$ cat config.mk
export PLATFORM = sky130hd
export DESIGN_NAME = nco_sweep_ctrl
export DESIGN_NICKNAME = d
export VERILOG_FILES = /design/src/rtl/nco_sweep_ctrl.sv
export SDC_FILE = /design/constraint.sdc
export NUM_CORES = 1
export LEC_CHECK = 0
export ABC_AREA = 1
export CORE_MARGIN = 5
export CORE_UTILIZATION = 45
export DETAILED_ROUTE_END_ITERATION = 7
export PLACE_DENSITY_LB_ADDON = 0.15
export REMOVE_ABC_BUFFERS = 1
export SYNTH_ARGS = -nofsm -noshare
export SYNTH_HDL_FRONTEND = slang
export SYNTH_SLANG_ARGS = --single-unit
$ cat constraint.sdc
create_clock -name clk -period 2.6 [get_ports clk]
set_input_delay 0.26 -clock clk [delete_from_list [all_inputs] [get_ports clk]]
set_output_delay 0.26 -clock clk [all_outputs]
set_load 0.01 [all_outputs]
$ cat src/rtl/nco_sweep_ctrl.sv
// Frequency-sweep sequencer for an NCO: settles the NCO pipeline, then steps the
// phase increment through n_steps frequencies, holding each for dwell enabled cycles.
module nco_sweep_ctrl #(
    parameter int APR        = 32,
    parameter int CW         = 16,
    parameter int SETTLE_CYC = 6
) (
    input  logic           clk,
    input  logic           reset_n,
    input  logic           start,
    input  logic           stop,
    input  logic           loop_en,
    input  logic [APR-1:0] f_start,
    input  logic [APR-1:0] f_step,
    input  logic [CW-1:0]  n_steps,
    input  logic [CW-1:0]  dwell,
    input  logic           nco_out_valid,
    output logic [APR-1:0] phi_inc_o,
    output logic           nco_clken,
    output logic           busy,
    output logic           sample_valid,
    output logic [CW-1:0]  step_idx,
    output logic           done,
    output logic           cfg_err
);

    localparam int SW = (SETTLE_CYC > 1) ? $clog2(SETTLE_CYC) : 1;
    localparam logic [SW-1:0] SETTLE_LAST = SW'(SETTLE_CYC - 1);

    typedef enum logic [1:0] {
        ST_IDLE,
        ST_SETTLE,
        ST_DWELL,
        ST_DONE
    } state_t;

    state_t         state, state_n;

    logic [APR-1:0] f_start_q, f_step_q;
    logic [CW-1:0]  n_steps_q, dwell_q;
    logic [SW-1:0]  settle_cnt, settle_cnt_n;
    logic [CW-1:0]  dwell_cnt, dwell_cnt_n;
    logic [CW-1:0]  step_idx_n;
    logic [APR-1:0] phi_n;
    logic           cfg_err_n;
    logic           load_cfg;

    // NOTE: sequential state uses non-blocking assignments only, so every register
    // samples the pre-edge values computed by the combinational block below.
    always_ff @(posedge clk or negedge reset_n) begin
        if (!reset_n) begin
            state      <= ST_IDLE;
            f_start_q  <= '0;
            f_step_q   <= '0;
            n_steps_q  <= '0;
            dwell_q    <= '0;
            settle_cnt <= '0;
            dwell_cnt  <= '0;
            step_idx   <= '0;
            phi_inc_o  <= '0;
            cfg_err    <= 1'b0;
        end else begin
            state      <= state_n;
            settle_cnt <= settle_cnt_n;
            dwell_cnt  <= dwell_cnt_n;
            step_idx   <= step_idx_n;
            phi_inc_o  <= phi_n;
            cfg_err    <= cfg_err_n;
            if (load_cfg) begin
                f_start_q <= f_start;
                f_step_q  <= f_step;
                n_steps_q <= n_steps;
                dwell_q   <= dwell;
            end
        end
    end

    // NOTE: every signal driven here gets a default first; a missing branch would
    // otherwise infer a latch.
    always_comb begin
        state_n      = state;
        settle_cnt_n = settle_cnt;
        dwell_cnt_n  = dwell_cnt;
        step_idx_n   = step_idx;
        phi_n        = phi_inc_o;
        cfg_err_n    = 1'b0;
        load_cfg     = 1'b0;

        unique case (state)
            ST_IDLE: begin
                // A simultaneous stop drops the start entirely, including cfg_err.
                if (start && !stop) begin
                    if (n_steps != '0 && dwell != '0) begin
                        load_cfg     = 1'b1;
                        phi_n        = f_start;
                        step_idx_n   = '0;
                        settle_cnt_n = '0;
                        state_n      = ST_SETTLE;
                    end else begin
                        cfg_err_n = 1'b1;
                    end
                end
            end

            ST_SETTLE: begin
                if (settle_cnt == SETTLE_LAST) begin
                    settle_cnt_n = '0;
                    dwell_cnt_n  = '0;
                    state_n      = ST_DWELL;
                end else begin
                    settle_cnt_n = settle_cnt + 1'b1;
                end
            end

            ST_DWELL: begin
                if (dwell_cnt == dwell_q - 1'b1) begin
                    dwell_cnt_n = '0;
                    if (step_idx == n_steps_q - 1'b1) begin
                        // loop_en is deliberately the live input, not a latched copy.
                        if (loop_en) begin
                            phi_n      = f_start_q;
                            step_idx_n = '0;
                        end else begin
                            state_n = ST_DONE;
                        end
                    end else begin
                        // Phase-continuous step: modulo-2^APR add, no re-settle.
                        phi_n      = phi_inc_o + f_step_q;
                        step_idx_n = step_idx + 1'b1;
                    end
                end else begin
                    dwell_cnt_n = dwell_cnt + 1'b1;
                end
            end

            ST_DONE: begin
                state_n = ST_IDLE;
            end

            default: begin
                state_n = ST_IDLE;
            end
        endcase

        if (stop && state != ST_IDLE) begin
            state_n      = ST_IDLE;
            settle_cnt_n = '0;
            dwell_cnt_n  = '0;
            step_idx_n   = '0;
            phi_n        = phi_inc_o;
        end
    end

    // Decoded from the state register, so reset clears them asynchronously.
    assign busy         = (state == ST_SETTLE) || (state == ST_DWELL);
    assign nco_clken    = busy;
    assign done         = (state == ST_DONE);
    assign sample_valid = nco_out_valid && (state == ST_DWELL);

endmodule

=== Word level (Yosys, flattened, before mapping) ===
Index checks and enable logic that the tools add are counted.

* Bits in registers: 166
* Output and inout bits: 53

* Add/sub/neg operators: 6
* Eq/ne operators: 17
* Multiplexer cells: 36
* Bitwise logic cells: 1
* Reductions and logical operators: 19

{| class="wikitable"
|+ Operator list
! operator !! count
|-
| two-way mux 32 bit || 5
|-
| two-way mux 16 bit || 9
|-
| one-hot mux 16 bit (2 select lines) || 2
|-
| one-hot mux 32 bit (2 select lines) || 1
|-
| adder 16 x 1 -> 16 bit (second input constant) || 2
|-
| adder 32 bit || 1
|-
| == test 16 bit || 2
|-
| nonzero test 16 bit || 2
|-
| subtractor 16 x 1 -> 16 bit (second input constant) || 2
|-
| inequality test 3 bit (second input constant) || 7
|-
| two-way mux 2 bit || 7
|-
| two-way mux 3 bit || 4
|-
| AND reduction 6 bit || 2
|-
| nonzero test 3 bit || 3
|-
| one-hot mux 2 bit (4 select lines) || 1
|-
| two-way mux 1 bit || 6
|-
| inequality test 2 bit (second input constant) || 3
|-
| one-hot mux 3 bit (2 select lines) || 1
|-
| AND reduction 5 bit || 1
|-
| == test 2 bit (second input constant) || 2
|-
| logical AND 1 bit || 4
|-
| inequality test 4 bit (second input constant) || 1
|-
| nonzero test 2 bit || 2
|-
| adder 3 x 1 -> 3 bit (second input constant) || 1
|-
| 8 further kinds || 8
|}

=== Depth between registers and ports, before layout ===
* Depth after elaboration: 6
* Depth in mapped cells: 19

=== Least setup slack after synthesis ===
No wires, ideal clock.

* Kind: reg-to-reg
* Start point: reg n_steps_q[0]
* End point: reg step_idx[10]
* Arrival: 2.079 ns
* Required time: 2.482 ns
* Setup slack: 0.403 ns
* Cell stages (with the launch flop): 15
* Path buffers: 1
* Clock period less this slack: 2.197 ns
* Cell sequence: dfrtp_1 -> inv_2 -> ha_1 -> or2_2 -> nand3b_1 -> nand3_1 -> nor2_1 -> nand3_1 -> nor2_4 -> nand4_1 -> nand2_1 -> nand2_4 -> buf_2 -> nand3_1 -> nand2_1

* Longest elaborated chain between the ends: 6
* Elaborated cells on any way between the ends: 8
* Those cells by class: 1 x add/sub; 2 x eq/ne; 4 x mux; 1 x reduce/logical

{| class="wikitable"
|+ Ends and longest elaborated chain
! item !! RTL line !! text
|-
| start, declared || 40 || <nowiki>logic [CW-1:0] n_steps_q, dwell_q;</nowiki>
|-
| start signal, assigned || 72 || <nowiki>n_steps_q <= n_steps;</nowiki>
|-
| subtractor 16 x 1 -> 16 bit (*) || 118 || <nowiki>if (step_idx == n_steps_q - 1'b1) begin</nowiki>
|-
| == test 16 bit (*) || 118 ||
|-
| two-way mux 16 bit || 118 ||
|-
| two-way mux 16 bit || 116 || <nowiki>if (dwell_cnt == dwell_q - 1'b1) begin</nowiki>
|-
| one-hot mux 16 bit (2 select lines) || 89 || <nowiki>unique case (state)</nowiki>
|-
| two-way mux 16 bit || 145 || <nowiki>if (stop && state != ST_IDLE) begin</nowiki>
|-
| end signal, assigned || 66 || <nowiki>step_idx <= step_idx_n;</nowiki>
|-
| end, declared || 22 || <nowiki>output logic [CW-1:0] step_idx,</nowiki>
|}

Mark *: on every way between the ends. The rest lies on a longest branch, timed or not. The select of a mux whose other input is x is not followed.
A chain may end at the register's enable or synchronous reset.

=== Final worst setup path ===
* Start point: reg n_steps_q[1]
* End point: reg phi_inc_o[19]

* Longest elaborated chain between the ends: 5
* Elaborated cells on any way between the ends: 7
* Those cells by class: 1 x add/sub; 2 x eq/ne; 3 x mux; 1 x reduce/logical

{| class="wikitable"
|+ Ends and longest elaborated chain
! item !! RTL line !! text
|-
| subtractor 16 x 1 -> 16 bit (*) || 118 ||
|-
| == test 16 bit (*) || 118 ||
|-
| two-way mux 32 bit || 118 ||
|-
| two-way mux 32 bit || 116 ||
|-
| one-hot mux 32 bit (2 select lines) || 89 ||
|-
| end signal, assigned || 67 || <nowiki>phi_inc_o <= phi_n;</nowiki>
|-
| end, declared || 18 || <nowiki>output logic [APR-1:0] phi_inc_o,</nowiki>
|}

Marks and branches as above.

==> metrics.md <==
| Metric | Value |
|---|---|
| Crit path time final | `2.47 ns` |
| Reg2reg end | `phi_inc_o[19]` |
| Switching power | `0.00932 W` |
| Dpl ws | `0.105 ns` |
| Fin. Hold Viols | `0` |
| Final setup vio count | `0` |
| Setup CP Type | `register to register` |
| First-pass GRT wire length | `59900 µm` |
| Reg2reg start | `n_steps_q[1]` |
| Relative slew slack | `58.6%` |
| Finished Cell Area | `0.0151 mm²` |
| WL final | `37400 µm` |
| Synth Flop Type | `dfrtp_1` |
| Seq/Total Area, Yosys | `34.5%` |
| Most frequent cell after synthesis | `nand2_1` |
| DRC | `0` |
| Clock skew | `0.0244 ns` |
| Port Buffers | `154` |
| Met3 usage | `5.02%` |
| Largest net degree at the start of global routing | `66` |
| Starting Density | `45.9%` |
| Syn avg cell area | `6.65 µm²` |
| Largest cells by area after synthesis | `dfrtp_1, nand2_1, inv_1, nand3_1, nor2_1` |
| Clk Latency, worst-skew pair | `0.44 ns` |
| Initial antenna violation count | `1` |
| Mapped cell area | `0.0120 mm²` |
| Total GRT Usage | `23.9%` |
| Initial DRC count | `1014` |
| Max Buffers Root-to-Sink | `2` |
| DR WL/cell | `16.1 µm` |
| Least-Margin Pin Slew | `0.622 ns` |
| Util after Layout | `57.6%` |
| Required @ worst endpoint | `2.93 ns` |
| Crit share post-route | `94.9%` |
| Max Fanout on Critical Path | `8` |
| Fmax | `405 MHz` |
| P per Cell Area | `1260 mW/mm²` |
| Clock share of power | `14.1%` |
| Synthesis Warnings | `0` |
| Die area | `0.0301 mm²` |
| CP Capture Type | `register` |
| Vias in the first global route | `11800` |
| CTS tree | `yes` |
| H-tree levels | `4` |
| Num rows | `59` |
| Remaining antenna violation count after routing | `0` |
| DP Area | `0.0141 mm²` |
| Met2 Usage GRT | `37.8%` |
| Synth top area share | `34.5%` |
| Setup TNS | `0 ns` |
| Final GP Congestion | `0.949` |
| Max-slew violations | `0` |
| N_diodes | `0` |
| Share of layout cells above drive strength 1 | `9.05%` |
| Max VDD drop | `0.603 mV` |
| Commonest cells in the netlist | `nand2_1, inv_1, nor2_1` |
| Fin worst setup slack | `0.133 ns` |
| CP Launch Type | `register` |
| Power share of the combinational group | `62.0%` |
| Inserted Clock Buffers | `17` |
| Yosys top cell by area | `dfrtp_1` |
| Layout overhead on the synthesized area | `25.4%` |
| Yosys reg bits | `166` |
| Hold Crit Class | `input port to async pin` |
| M1 GR Usage | `34.0%` |
| Reg2reg path depth | `15` |
| Status | `completed` |
| Synth Instances | `1810` |
| Vias per cell | `5.22` |
| Switch share | `49.0%` |
| GRT busiest layer | `met2` |
| Top-level I/O count | `155` |
| Remaining Overflow, GRT | `0` |
| Final HPWL from detailed placement | `26800 µm` |
| CP arrival | `2.80 ns` |
| Core area | `0.0262 mm²` |
| Clock-pin slew on the worst setup and hold paths | `0.08 ns` |
| Clk sinks | `166` |
| Sequential power share | `23.9%` |
| Post-synth cell types | `45` |
| Post-synth EDFFs | `0` |
| Root Driver | `clkbuf_16` |
| Internal power | `0.00969 W` |
| Routed vias | `12100` |
| Final nets | `2117` |
| Chip width | `174 µm` |
| Pleak | `7.65 nW` |
| Max_cap viols | `0` |
| Drt first pass iters | `5` |
| Reg2reg setup slack | `0.13 ns` |
| Die H | `174 µm` |
| Ys async rst share | `100%` |
-- what timing repair did --
| item | 4_1_cts | 5_1_grt |
|---|---|---|
| setup endpoints to repair | 0 | 56 |
| hold endpoints to repair | 61 | 0 |
| resized for setup | 0 | 45 |
| hold buffers | 1 | 0 |
| setup buffers | 0 | 8 |
-- critical path, stage by stage (launching register included) --
cell	delay [ns]
dfrtp_1	0.43
inv_2	0.08
ha_4	0.18
or2_2	0.28
nand3b_1	0.12
nand2_1	0.10
nor3_2	0.21
nand3_2	0.14
nor2_2	0.14
nand3_1	0.09
nand2_1	0.13
nor2_4	0.05
buf_12	0.13
clkbuf_16	0.17
nand2_1	0.07
nand2_1	0.05
-- cell type report --
type                            instances  area [µm²]
Fill cell                            2536       11100
Tap cell                              335         419
Clock buffer                           19         443
Clock inverter                         13         161
Multi-Input combinational cell       1347        6860
Inverter                              238         893
Sequential cell                       166        4160
Timing Repair Buffer                  205        2170
-- logic make-up after synthesis --
kind of cell | after synthesis | share of synthesized area (%)
buf+inv | 297 | 9.75
simple gates | 1041 | 36.8
mux | 31 | 2.90
fa+ha+maj | 40 | 4.22
flops | 166 | 34.5
xor+xnor | 60 | 4.36
compound gates | 175 | 7.46
-- power by group through the flow --
stage          logic (W)  registers [W]  clock network [W]
2_1_floorplan    0.00740        0.00437                  0
3_3_place_gp      0.0106        0.00453                  0
3_5_place_dp      0.0108        0.00455                  0
4_1_cts           0.0108        0.00451            0.00274
5_1_grt           0.0132        0.00468            0.00285
6_report          0.0118        0.00454            0.00269
-- worst max-delay path by stage --
stage / start / to / slack [ns] / cells past startpoint
after floorplan: state[0] / step_idx[10] / -4.17 / 7
after global placement: n_steps[3] / step_idx[0] / 0.13 / 13
after detailed placement: phi_inc_o[0] / phi_inc_o[30] / 0.11 / 19
after CTS: phi_inc_o[0] / phi_inc_o[30] / 0.10 / 19
after global routing: n_steps_q[1] / phi_inc_o[20] / -0.04 / 15
final: n_steps_q[1] / phi_inc_o[19] / 0.13 / 15
-- state kept, by name (all words and copies together) (netlist names) --
name,flops
cfg_err,1
f_start_q,32
f_step_q,32
settle_cnt,3
n_steps_q,16
step_idx,16
phi_inc_o,32
state,2
dwell_q,16
dwell_cnt,16
-- placed cells by master (no fill, tap or decap), drive strengths merged, types with 39 or more instances in the layout --
cell,Yosys,layout
o21ai,80,80
nand4,61,61
nand3,140,140
dfrtp,166,166
a21oi,85,85
ha,39,39
nor2,188,188
buf,27,47
clkdlybuf4s50,0,153
nand2,609,609
inv,237,243
-- through the flow --
stage | hold WS, ns | cells | total power, W
2_1_floorplan | -0.0356 | 1751 | 0.0118
3_3_place_gp | 0.310 | 2276 | 0.0151
3_5_place_dp | 0.302 | 2276 | 0.0153
4_1_cts | 0.392 | 2309 | 0.0181
5_1_grt | 0.412 | 2323 | 0.0207
6_report | 0.391 | 2323 | 0.0190
-- metal layers --
metal / wire [µm] / vias to the layer above
li1: - / 6085
met1: 17600 / 5600
met2: 16700 / 408
met3: 2720 / 40
met4: 470 / 2
met5: 20 / -
Power figures use the tool's default switching activity.
